### src/rtl/dram_axi_bridge.sv
// Bridges a single-request processor data port onto AXI4-Lite style read and write channels.
// One transaction is in flight at a time; request fields are latched on acceptance.
module dram_axi_bridge #(
  parameter logic [3:0] AXI_ID = 4'd1
) (
  input  logic        clk,
  input  logic        rst,
  input  logic        dram_en,
  input  logic [3:0]  dram_wen,
  input  logic [31:0] dram_addr,
  input  logic [31:0] dram_wdata,
  output logic [31:0] dram_rdata,
  output logic        dram_wait,
  output logic        bus_err,
  output logic [3:0]  arid,
  output logic [31:0] araddr,
  output logic [2:0]  arsize,
  output logic        arvalid,
  input  logic        arready,
  input  logic [31:0] rdata,
  input  logic [1:0]  rresp,
  input  logic        rvalid,
  output logic        rready,
  output logic [3:0]  awid,
  output logic [31:0] awaddr,
  output logic [2:0]  awsize,
  output logic        awvalid,
  input  logic        awready,
  output logic [31:0] wdata,
  output logic [3:0]  wstrb,
  output logic        wvalid,
  input  logic        wready,
  input  logic [1:0]  bresp,
  input  logic        bvalid,
  output logic        bready
);

  typedef enum logic [2:0] {IDLE, RADDR, RDATA, WREQ, WRESP, DONE} state_t;

  state_t      state_reg;
  logic [31:0] addr_reg;
  logic [31:0] wdata_reg;
  logic [31:0] rdata_reg;
  logic [3:0]  wen_reg;
  logic [1:0]  resp_reg;
  logic        aw_done_reg;
  logic        w_done_reg;

  logic aw_hs;
  logic w_hs;
  assign aw_hs = awvalid && awready;
  assign w_hs  = wvalid && wready;

  always_ff @(posedge clk or negedge rst) begin
    if (!rst) begin
      state_reg   <= IDLE;
      addr_reg    <= '0;
      wdata_reg   <= '0;
      rdata_reg   <= '0;
      wen_reg     <= '0;
      resp_reg    <= '0;
      aw_done_reg <= 1'b0;
      w_done_reg  <= 1'b0;
    end else begin
      case (state_reg)
        IDLE: begin
          if (dram_en) begin
            addr_reg  <= dram_addr;
            wen_reg   <= dram_wen;
            wdata_reg <= dram_wdata;
            state_reg <= (dram_wen == 4'b0000) ? RADDR : WREQ;
          end
        end
        RADDR: begin
          if (arready) state_reg <= RDATA;
        end
        RDATA: begin
          if (rvalid) begin
            rdata_reg <= rdata;
            resp_reg  <= rresp;
            state_reg <= DONE;
          end
        end
        WREQ: begin
          // AW and W retire independently; leave only once both have been accepted.
          if (aw_hs) aw_done_reg <= 1'b1;
          if (w_hs)  w_done_reg  <= 1'b1;
          if ((aw_done_reg || aw_hs) && (w_done_reg || w_hs)) begin
            aw_done_reg <= 1'b0;
            w_done_reg  <= 1'b0;
            state_reg   <= WRESP;
          end
        end
        WRESP: begin
          if (bvalid) begin
            resp_reg  <= bresp;
            state_reg <= DONE;
          end
        end
        DONE:    state_reg <= IDLE;
        default: state_reg <= IDLE;
      endcase
    end
  end

  // Channel controls decode straight from the state register, so reset clears them at once.
  assign arvalid    = (state_reg == RADDR);
  assign rready     = (state_reg == RDATA);
  assign awvalid    = (state_reg == WREQ) && !aw_done_reg;
  assign wvalid     = (state_reg == WREQ) && !w_done_reg;
  assign bready     = (state_reg == WRESP);
  assign arid       = AXI_ID;
  assign awid       = AXI_ID;
  assign araddr     = addr_reg;
  assign awaddr     = addr_reg;
  assign arsize     = 3'b010;
  assign awsize     = 3'b010;
  assign wdata      = wdata_reg;
  assign wstrb      = wen_reg;
  assign dram_rdata = rdata_reg;
  assign bus_err    = (state_reg == DONE) && resp_reg[1];
  assign dram_wait  = dram_en && (state_reg != DONE);

endmodule

### config.mk
export PLATFORM = sky130hd
export DESIGN_NAME = dram_axi_bridge
export DESIGN_NICKNAME = d
export VERILOG_FILES = /design/src/rtl/dram_axi_bridge.sv
export SDC_FILE = /design/constraint.sdc
export NUM_CORES = 1
export LEC_CHECK = 0
export BUFFER_PORTS_ARGS = -buffer_cell sky130_fd_sc_hd__buf_2
export CAP_MARGIN = 30
export CELL_PAD_IN_SITES_DETAIL_PLACEMENT = 0
export CELL_PAD_IN_SITES_GLOBAL_PLACEMENT = 1
export CORE_MARGIN = 2
export CORE_UTILIZATION = 36
export CTS_CLUSTER_DIAMETER = 80
export CTS_CLUSTER_SIZE = 14
export DETAILED_ROUTE_END_ITERATION = 8
export PLACE_DENSITY_LB_ADDON = 0.1
export REMOVE_ABC_BUFFERS = 1
export SLEW_MARGIN = 20
export SYNTH_ARGS = -nofsm -noshare
export SYNTH_HDL_FRONTEND = slang
export SYNTH_SLANG_ARGS = --single-unit
### constraint.sdc
create_clock -name clk -period 5.55 [get_ports clk]
set_clock_uncertainty 0.2 [all_clocks]
set_input_delay 0.8325 -clock clk [delete_from_list [all_inputs] [get_ports clk]]
set_output_delay 0.8325 -clock clk [all_outputs]
set_load 0.05 [all_outputs]
Word-level counts from Yosys, hierarchy flattened
Cells that the tools add are included.
- reductions and logical operators: 22
- equal/unequal tests: 11
- multiplexer cells: 14
- operators by type and width (operator ; count):
    $mux 3 ; 5
    $pmux 3 s5 ; 1
    $ne 2x2->1 const B ; 4
    $reduce_and 2->1 ; 4
    $logic_and 1x1->1 ; 7
    $eq 3x2->1 const B ; 2
    $eq 3x3->1 const B ; 2
    $mux 2 ; 3
    $reduce_bool 2->1 ; 3
    $reduce_and 5->1 ; 1
    $logic_not 4->1 ; 1
    $mux 1 ; 4
    $pmux 2 s2 ; 1
    $eq 3x1->1 const B ; 1
    $logic_not 3->1 ; 1
    $ne 3x3->1 const B ; 1
    $reduce_and 3->1 ; 1
    $logic_not 1->1 ; 2
    $logic_or 1x1->1 ; 2
    $ne 2x1->1 const B ; 1
- input bits: 112
- word-level logic and storage cells: 55
- register bits: 107
- output and inout bits: 153

Logic depth before layout (Yosys ltp)
- depth in word-level cells: 7
- depth in mapped cells: 7
- depth with buffers taken out: 5

Worst setup path after synthesis
No wires, ideal clock.
- path kind: input to output
- start point: input dram_en
- end point: output dram_wait
- data required time: 4.518 ns
- setup slack: 2.546 ns
- stages: 1
- arrival: 1.972 ns
- path buffers: 0
- path through: a21boi_0
- word-level cells in the longest chain between the ends: 1
- ends and longest elaborated chain (item ; line ; text):
    start: declaration ; 8 ; input logic dram_en,
    $logic_and 1x1->1 ; 122 ; assign dram_wait = dram_en && (state_reg != DONE);
    end: declaration ; 13 ; output logic dram_wait,
Every way passes these cells.

Final worst setup path
- start point: register state_reg[1]
- end point: output awvalid
- word-level cells in the longest chain between the ends: 2
- ends and longest elaborated chain (item ; line ; text):
    start: declaration ; 40 ; state_t state_reg;
    start signal: assignment ; 71 ; state_reg <= (dram_wen == 4'b0000) ? RADDR : WREQ;
    $eq 3x2->1 ; 109 ; assign awvalid = (state_reg == WREQ) && !aw_done_reg;
    $logic_and 1x1->1 ; 109 ;
    end: declaration ; 27 ; output logic awvalid,
Every way passes these cells.

==> flow_summary.json <==
{
  "syn_area_um2": 4520,
  "drv_cap": 0,
  "ys_types": 27,
  "gp_congestion": 0.722,
  "arrival_ns": 1.66,
  "grt_max_degree": 63,
  "cts_tree": "yes",
  "viasPerCell": 4.45,
  "die-area_um2": 13500,
  "drtIter0Drc": 116,
  "fin_setup_tns_ns": 0,
  "synth_cells": 312,
  "r2r_cells": 6,
  "hold_class": "flop to flop",
  "drc_errors": 0,
  "coreArea_um2": 12200,
  "crit_fanout": 11,
  "crit_slowest_cell": "dfrtp_1",
  "min_period_ns": 2.70,
  "fin_area_um2": 5860,
  "clockRootBuffer": "clkbuf_16",
  "ys_warn_count": 0,
  "syn2layout_area_growth_pct": 29.6,
  "postCtsHoldBufs": 0,
  "critPathLaunch": "state_reg[1]",
  "post-route-util": 0.482,
  "dp_hpwl_mm": 7.90,
  "rsz0062_at_grt": "false",
  "cp-endpoint": "awvalid",
  "cts.clk_slew.worst_paths_ns": 0.07,
  "io_pins": 265,
  "crit_required_ns": 4.52,
  "end_kind": "output port",
  "dp_slack_ns": 3.07,
  "layout-drive-gt1-share": 0.650,
  "gr-usage-all-layers": 0.154,
  "ctsHtreeMaxLevel": 3,
  "start_util": 0.372,
  "start_kind": "flop",
  "clockBufferDepth": 2,
  "rr_startpoint": "state_reg[1]",
  "grt_util_met2": 0.248,
  "cts_setup_buffers": 0,
  "status": "completed",
  "vias": 3112,
  "ant_nets": 0,
  "maxSlewViolCount": 0,
  "cts_resized": 0,
  "seq_area_frac_synth": 0.586,
  "nets": 639,
  "rr_endpoint": "dram_rdata[29]",
  "yosys_register_bits": 106,
  "grtUsageMet1": 0.186,
  "hold_violations": 0,
  "cts_buffers": 9,
  "diodes": 0,
  "die_h_um": 116,
  "clkLatencyLatePin_ns": 0.34,
  "die_width_um": 116,
  "grt_use_met3": 0.0571,
  "num_rows": 40,
  "layout_commonest_cell": "buf_2",
  "reg2reg_slack_ns": 3.37,
  "cp_cell_sequence": "nor2b_1, nand2_1, nor2_1, buf_2",
  "syn_avg_cell_area_um2": 14.5,
  "grt_pass1_wl_mm": 15.6,
  "setup-violations-final": 0,
  "layout_common_cells": "buf_2 (247), dfrtp_1 (106), mux2_2 (79)",
  "crit_type": "flop to output port",
  "relSlewSlack": 0.484,
  "clkSinkCount": 106,
  "slowest_delay_ns": 0.55,
  "setup_ws_ns": 2.85,
  "dpl_cell_area_um2": 5600,
  "io_buffers": 248,
  "first_pass_iters": 4,
  "first_global_vias": 3006,
  "routed_wl_mm": 10.3,
  "grt-busiest-layer": "met2",
  "max_freq_mhz": 371,
  "wl_per_cell_um": 14.8,
  "antenna_found_initial": 0,
  "grt.overflow.total": 0,
  "worst_pin_slew_ns": 0.774,
  "fin_crit_sh": 0.486
}
[layer usage]
| metal | vias to the layer above | wire length [um] |
|---|---|---|
| met5 | - | 0 |
| met4 | 0 | 176 |
| met3 | 11 | 1060 |
| met2 | 167 | 4970 |
| met1 | 1499 | 4140 |
| li1 | 1435 | - |
[Yosys cell counts]
| cell type | number | share of area |
|---|---|---|
| a221o_2 | 1 | 0.0025 |
| nor4b_4 | 1 | 0.0053 |
| buf_2 | 6 | 0.0066 |
| mux2_2 | 79 | 0.20 |
| buf_6 | 6 | 0.015 |
| a211oi_1 | 1 | 0.0017 |
| a21boi_0 | 1 | 0.0017 |
| conb_1 | 2 | 0.0017 |
| and3_1 | 1 | 0.0014 |
| nor3_1 | 1 | 0.0011 |
| nand2b_1 | 2 | 0.0028 |
| o21ai_0 | 1 | 0.0011 |
| a21oi_2 | 1 | 0.0019 |
| mux2i_1 | 2 | 0.0044 |
| inv_1 | 2 | 0.0017 |
| o22a_1 | 2 | 0.0039 |
| nand2_1 | 2 | 0.0017 |
| and2_1 | 2 | 0.0028 |
| o22ai_1 | 1 | 0.0014 |
| nor2b_1 | 3 | 0.0041 |
| a21oi_1 | 4 | 0.0044 |
| buf_4 | 47 | 0.078 |
| dfrtp_1 | 106 | 0.59 |
| nor2_1 | 12 | 0.010 |
| mux2_1 | 23 | 0.057 |
| or3b_1 | 2 | 0.0039 |
| clkbuf_2 | 1 | 0.0011 |
[kinds of logic (layout without fill, tap and decap cells)]
kind of cell	count (synthesis)	after routing	synth area share
buffers and inverters	62	270	0.102
and+or+nand+nor	26	26	0.0329
other	2	14	0.00166
muxes	104	104	0.258
DFF	106	106	0.586
AOI/OAI and AO/OA	12	12	0.0185
[worst max-delay path: cells and delay by family, from the launching register on]
kind	cells	cell delay (ns)
DFF	1	0.55
and+or+nand+nor	3	0.50
buffers and inverters	1	0.27
[cell type report]
cell class / count / area, um^2
clock inverter: 2 / 12.5
inverter: 2 / 7.51
timing repair buffer: 252 / 1270
multi-input combinational: 156 / 1450
fill: 1195 / 6300
tap: 168 / 210
sequential: 106 / 2650
clock buffer: 14 / 254
[through the flow]
stage,cells,hold slack (ns)
after CTS,700,0.285
after floorplan,264,0.252
final,700,0.281
after global routing,700,0.306
after global placement,684,0.263
after detailed placement,684,0.269
[worst min path at each step]
stage                start     endpoint  slack [ns]  cells after the start
4_1_cts           wdata[4]     wdata[4]        0.28                      1
5_1_grt           wdata[4]     wdata[4]        0.31                      1
2_1_floorplan  resp_reg[1]  resp_reg[1]        0.25                      1
3_3_place_gp     wdata[23]    wdata[23]        0.26                      1
3_5_place_dp      wdata[4]     wdata[4]        0.27                      1
6_report          wdata[4]     wdata[4]        0.28                      1
Power is not shown: default switching activity piles up to over one toggle a cycle in this logic, so the estimate is an artifact.
